## src/rtl/noc_split_4output.sv

```systemverilog
// 1-to-4 packet splitter: a one-entry staging register steers each packet by its
// 2-bit destination field into one of four independent per-port FIFOs.
module noc_split_4output #(
    parameter int WIDTH    = 39,
    parameter int DEST_LSB = 37,
    parameter int DEPTH    = 2
) (
    input  logic             clk,
    input  logic             rst_n,
    input  logic             in_valid,
    output logic             in_ready,
    input  logic [WIDTH-1:0] in_data,
    output logic [3:0]       out_valid,
    input  logic [3:0]       out_ready,
    output logic [WIDTH-1:0] out_data0,
    output logic [WIDTH-1:0] out_data1,
    output logic [WIDTH-1:0] out_data2,
    output logic [WIDTH-1:0] out_data3,
    output logic [3:0]       fifo_full
);

    localparam int AW = (DEPTH > 1) ? $clog2(DEPTH) : 1;
    localparam logic [AW:0] CNT_FULL = (AW+1)'(DEPTH);

    logic             stg_vld;
    logic [WIDTH-1:0] stg_data;
    logic [1:0]       stg_port;

    logic [WIDTH-1:0] mem [4][DEPTH];
    logic [AW-1:0]    wr_ptr [4];
    logic [AW-1:0]    rd_ptr [4];
    logic [AW:0]      cnt [4];

    logic       dispatch;
    logic       in_xfer;
    logic [3:0] push;
    logic [3:0] pop;

    always_comb begin
        fifo_full = '0;
        out_valid = '0;
        for (int k = 0; k < 4; k++) begin
            fifo_full[k] = (cnt[k] == CNT_FULL);
            out_valid[k] = (cnt[k] != '0);
        end
    end

    // Ready depends only on registered state, so no in_data/out_ready -> in_ready path.
    assign dispatch = stg_vld && !fifo_full[stg_port];
    assign in_ready = !stg_vld || !fifo_full[stg_port];
    assign in_xfer  = in_valid && in_ready;
    assign pop      = out_valid & out_ready;

    always_comb begin
        push = '0;
        if (dispatch) push[stg_port] = 1'b1;
    end

    always_ff @(posedge clk or negedge rst_n) begin
        if (!rst_n) begin
            stg_vld  <= 1'b0;
            stg_data <= '0;
            stg_port <= '0;
        end else if (in_xfer) begin
            stg_vld  <= 1'b1;
            stg_data <= in_data;
            stg_port <= in_data[DEST_LSB +: 2];
        end else if (dispatch) begin
            stg_vld <= 1'b0;
        end
    end

    always_ff @(posedge clk or negedge rst_n) begin
        if (!rst_n) begin
            for (int k = 0; k < 4; k++) begin
                wr_ptr[k] <= '0;
                rd_ptr[k] <= '0;
                cnt[k]    <= '0;
                for (int e = 0; e < DEPTH; e++) mem[k][e] <= '0;
            end
        end else begin
            for (int k = 0; k < 4; k++) begin
                if (push[k]) begin
                    mem[k][wr_ptr[k]] <= stg_data;
                    wr_ptr[k]         <= wr_ptr[k] + 1'b1;
                end
                if (pop[k]) rd_ptr[k] <= rd_ptr[k] + 1'b1;
                case ({push[k], pop[k]})
                    2'b10:   cnt[k] <= cnt[k] + 1'b1;
                    2'b01:   cnt[k] <= cnt[k] - 1'b1;
                    default: cnt[k] <= cnt[k];
                endcase
            end
        end
    end

    assign out_data0 = mem[0][rd_ptr[0]];
    assign out_data1 = mem[1][rd_ptr[1]];
    assign out_data2 = mem[2][rd_ptr[2]];
    assign out_data3 = mem[3][rd_ptr[3]];

endmodule
```

## config.mk

```make
export PLATFORM = sky130hd
export DESIGN_NAME = noc_split_4output
export DESIGN_NICKNAME = d
export VERILOG_FILES = /design/src/rtl/noc_split_4output.sv
export SDC_FILE = /design/constraint.sdc
export NUM_CORES = 1
export LEC_CHECK = 0
export BUFFER_PORTS_ARGS = -buffer_cell sky130_fd_sc_hd__buf_2
export CAP_MARGIN = 20
export CORE_UTILIZATION = 45
export CTS_CLUSTER_DIAMETER = 80
export DETAILED_ROUTE_END_ITERATION = 6
export SYNTH_ARGS = -nofsm -noshare
export SYNTH_HDL_FRONTEND = slang
export SYNTH_SLANG_ARGS = --single-unit
export TNS_END_PERCENT = 50
```

## constraint.sdc

```tcl
create_clock -name clk -period 4.7 [get_ports clk]
set_clock_uncertainty 0.1 [all_clocks]
set_input_delay 0.94 -clock clk [delete_from_list [all_inputs] [get_ports clk]]
set_output_delay 0.94 -clock clk [all_outputs]
set_load 0.05 [all_outputs]
```

After elaboration in Yosys (flattened, before gate mapping)
Cells that the tools add are included.
- bits in registers: 370
- latch bits: 0
- RAM bits: 0
- memory bits (read-only): 0
- input port bits: 46
- output and inout port bits: 165
- word-level logic and storage cells: 128
- memories: 0
- add/sub/neg operators: 16
- multiply operators: 0
- divide/modulo/power cells: 0
- $lt $le $gt $ge: 14
- eq/ne operators: 12
- shift-type cells: 0
- multiplexer cells: 35
- bitwise operators: 9
- reduce and logical (&&, ||, !) cells: 19
- operators with widths (operator ; count):
    $mux W39 ; 16
    $bwmux W78 ; 4
    $demux W39 S1 ; 4
    $reduce_bool A2 Y1 ; 9
    $eq A2 B2 Y1 const B ; 8
    $ge A2 B2 Y1 const B ; 8
    $not A1 Y2 ; 8
    $pmux W2 S2 ; 4
    $add A1 B1 Y1 const B ; 8
    $add A2 B1 Y2 const B ; 4
    $eq A2 B1 Y1 const B ; 4
    $lt A2 B1 Y1 const B ; 4
    $sub A2 B1 Y2 const B ; 4
    $logic_and A1 B1 Y1 ; 7
    $and A4 B4 Y4 ; 1
    $mux W1 ; 4
    $mux W4 ; 1
    $lt A2 B3 Y1 const B ; 1
    $bmux W1 S2 ; 1
    $demux W1 S2 ; 1
    $ge A2 B1 Y1 const B ; 1
    $logic_not A1 Y1 ; 2
    $logic_or A1 B1 Y1 ; 1

Depth between registers and ports, before layout
- depth after elaboration: 8
- depth in mapped cells: 8
- mapped depth without buffers: 7

Worst setup path after synthesis
No wires, ideal clock.
- path type: register to output
- start: register cnt[2] in the netlist's numbering
- end: output in_ready
- data arrival time: 1.978 ns
- required time: 3.660 ns
- slack: 1.682 ns
- stages on the path, launching flop included: 4
- path buffers: 0
- cell sequence: dfrtp_1 -> nor2b_1 -> mux4_2 -> nand2_1
- word-level cells in the longest chain between the ends: 5
- RTL lines (element ; line ; RTL):
    start: declaration ; 32 ; logic [AW:0] cnt [4];
    start signal: indexed assignment ; 89 ; 2'b10: cnt[k] <= cnt[k] + 1'b1;
    start signal: indexed assignment ; 90 ; 2'b01: cnt[k] <= cnt[k] - 1'b1;
    start signal: indexed assignment ; 91 ; default: cnt[k] <= cnt[k];
    $eq A2 B2 Y1 ; 43 ; fifo_full[k] = (cnt[k] == CNT_FULL);
    named net fifo_full[2] ; 19 ; output logic [3:0] fifo_full
    $bmux W1 S2 ; 50 ; assign in_ready = !stg_vld || !fifo_full[stg_port];
    $mux W1 (implied by the code) ; 50 ;
    $logic_not A1 Y1 ; 50 ;
    $logic_or A1 B1 Y1 ; 50 ;
    end: declaration ; 11 ; output logic in_ready,
The timed path passes the listed nets, and every way through them passes these cells. The select of a mux whose other input is x is not followed.

Worst setup path after layout
- start: register rd_ptr[3] in the netlist's numbering
- end: output out_data0[2]
- word-level cells in the longest chain between the ends: 4
- RTL lines (element ; line ; RTL):
    start: declaration ; 31 ; logic [AW-1:0] rd_ptr [4];
    start signal: indexed assignment ; 87 ; if (pop[k]) rd_ptr[k] <= rd_ptr[k] + 1'b1;
    $not A1 Y2 (implied by the code) ; 97 ; assign out_data0 = mem[0][rd_ptr[0]];
    $mux W39 (implied by the code) (3 in a row) ; 97 ;
    end: declaration ; 15 ; output logic [WIDTH-1:0] out_data0,
Every way passes these cells. The select of a mux whose other input is x is not followed.

==> flow_summary.rst <==
.. list-table::
   :header-rows: 1

   * - Metric
     - Value
   * - Total length of routed wires
     - 35.3 mm
   * - Main synth FF type
     - dfrtp_1
   * - Cts bufs inserted
     - 41
   * - Number of H-tree levels
     - 2
   * - Vias per inst
     - 5.16
   * - Count of TritonRoute iterations in the first routing pass
     - 4
   * - Share of the synthesized area in the top cell type
     - 59.0%
   * - Crit path kind
     - register to primary output
   * - DRC
     - 0
   * - Placeable core region
     - 33900 sq um
   * - Worst EP required
     - 3.66 ns
   * - Run status
     - completed
   * - PortBufs
     - 210
   * - Number of enable flip-flop cells after synthesis
     - 0
   * - Max-slew headroom at the worst pin
     - 32.9%
   * - Clock period minus worst slack
     - 3.51 ns
   * - Share of the cycle needed by the critical path after routing
     - 74.6%
   * - Clock latency at the later pin of the worst-skew pair
     - 0.53 ns
   * - RSZ-0062 raised after global routing
     - no
   * - TritonCTS clock tree
     - built
   * - # nets final
     - 1268
   * - Highest Clock Rate
     - 285 MHz
   * - Synth top area cells
     - dfrtp_1, mux2_2, mux2_1
   * - Max-cap violation count
     - 0
   * - Cell count of the worst reg-to-reg path
     - 5
   * - Synthesized area divided by synthesized cell count
     - 15.6 sq um
   * - Post-CTS setup-driven buffer insertion count
     - 0
   * - Slew @ Worst Pin
     - 1.00 ns
   * - Arrival time at the worst endpoint
     - 2.47 ns
   * - Die span in y
     - 188 microns
   * - Final Hold Violating Endpoints
     - 0
   * - Area enclosed by the die boundary
     - 35500 sq um
   * - Number of setup violations in the final report
     - 0
   * - Flip-flop and latch count after synthesis
     - 368
   * - Number of buffers inserted by hold repair at cts
     - 0
   * - Routability cong.
     - 0.711
   * - Standard-cell row count
     - 67
   * - Number of antenna violations at the first check in global routing
     - 4
   * - Sequential area share after synthesis
     - 59.0%
   * - Clock Sink Count
     - 368
   * - Max Root-Sink Buffers
     - 3
   * - Maximum fanout encountered on the critical timing path
     - 30
   * - Clock root buffer master
     - clkbuf_16
   * - Mapped Nets
     - 1051
   * - I/O pin count
     - 211
   * - Post-Syn Area
     - 15600 sq um
   * - Total grt overflow
     - 0
   * - Post-cts gate resize count
     - 0
   * - Half-perimeter wire length after detailed placement
     - 22.9 mm
   * - FF-to-FF setup slack
     - 1.92 ns
   * - Die W
     - 188 microns
   * - Distinct cell type count after synthesis
     - 32
   * - Nature of the critical path endpoint
     - primary output
   * - Drt initial violations
     - 322
   * - Slew Viols, Final
     - 0
   * - Fillcell total
     - 2815
   * - Area overhead of the layout relative to synthesis
     - 19.3%
   * - Wire length of the first global-routing pass
     - 56.0 mm
   * - Via count of the first global-routing pass
     - 9365
   * - Ratio of cells with drive above 1 in the final layout
     - 63.0%
   * - Count of vias placed by the detailed router
     - 8769
   * - Synthesized netlist cell count
     - 1001
   * - Starting Density
     - 46.1%
   * - Worst reg2reg endpoint
     - mem[117]
   * - Clk pin slew, worst setup/hold paths
     - 0.06 ns
   * - Hold Crit Class
     - input port to async pin
   * - R2r startpoint
     - stg_data[37]
   * - Wire length per cell after detailed routing
     - 20.8 microns
   * - Most frequent standard cell in the layout excluding fill and tap cells
     - mux2_2
   * - Post-route setup TNS
     - 0 ns
   * - Startpoint class of the critical path
     - register
   * - Maximum number of pins on one net before global-route repair
     - 106
   * - Area leader, netlist
     - dfrtp_1
   * - Remaining antenna violation count
     - 0
   * - Top library cells by usage in the layout, fill and taps aside
     - mux2_2, dfrtp_1, buf_2
   * - Post-synthesis async set-or-reset flop share
     - 100%
   * - Total routing resource utilization after global routing
     - 20.6%
   * - Warnings from Yosys
     - 0
routing by layer:
layer	wire, microns	part of all wire, %	up-vias	GRT usage [%]
met4	542	1.5	2	4.69
li1	-	-	3989	-
met1	16400	47	4560	28.7
met5	10	0.028	-	0
met2	16400	46	172	32.5
met3	1930	5.5	46	5.01
flip-flops by register name, indices dropped and copies added, names as in the netlist:
name	flops
cnt	8
mem	312
rd_ptr	4
stg_data	39
stg_vld	1
wr_ptr	4
kinds of logic (layout without fill, tap and decap cells):
kind of cell               count (synthesis)  after routing  synth area share (%)
muxes                                    493            493                  35.6
xor gates and xnor gates                  20             20                  1.12
buffers and inverters                     58            304                  1.86
other                                      0              3                     0
adders and majority gates                  4              4                 0.320
AOI/OAI and AO/OA                          6              6                 0.280
and+or+nand+nor                           52             52                  1.84
DFF                                      368            368                  59.0
worst max-delay path, cell delays in order (launching register included):
cell	delay (ns)
dfrtp_2	0.97
buf_4	0.37
mux2_2	0.37
buf_2	0.21
cell type report:
cell class / count / area, sq um / area share [%]
Clock buffer: 59 / 1210 / 6.48
Multi-Input combinational cell: 575 / 6180 / 33.2
Antenna cell: 3 / 7.51 / 0.0403
Sequential cell: 368 / 9210 / 49.5
Tap cell: 448 / 561 / 3.01
Timing Repair Buffer: 228 / 1230 / 6.62
Clock inverter: 13 / 204 / 1.09
Inverter: 4 / 15.0 / 0.0806
metrics by stage:
step	hold slack, ns	setup slack, ns	util (%)	instance area, sq um	instances
after floorplan	0.328	1.68	-	15600	1001
after global placement	0.343	1.73	50.7	17200	1622
after detailed placement	0.350	1.70	50.8	17200	1623
after CTS	0.364	1.13	55.0	18600	1695
after global routing	0.386	1.08	55.0	18600	1696
final	0.353	1.19	55.0	18600	1698
synthesized netlist by cell type (2+ instances only):
library cell / count
o21ai_0: 2
nand2b_1: 6
nand2_1: 6
inv_1: 3
buf_2: 22
mux2_1: 19
xnor2_1: 12
or2_2: 8
nor2_1: 9
ha_1: 4
nor2b_1: 7
and2_1: 9
clkbuf_1: 12
nand3_1: 2
mux2i_1: 2
buf_4: 3
buf_1: 13
nor3_1: 2
buf_6: 3
dfrtp_1: 368
mux2_2: 471
xor2_1: 8
worst max-delay path by stage:
stage,startpoint,depth (start not counted),slack (ns),end
floorplan,cnt[2],3,1.68,in_ready
global placement,rd_ptr[3],3,1.73,out_data0[7]
detailed placement,rd_ptr[3],3,1.70,out_data0[7]
CTS,rd_ptr[3],3,1.13,out_data0[7]
global route,rd_ptr[3],3,1.08,out_data0[32]
finish,rd_ptr[3],3,1.19,out_data0[2]
Power is not shown: default switching activity piles up to over one toggle a cycle in this logic, so the estimate is an artifact.
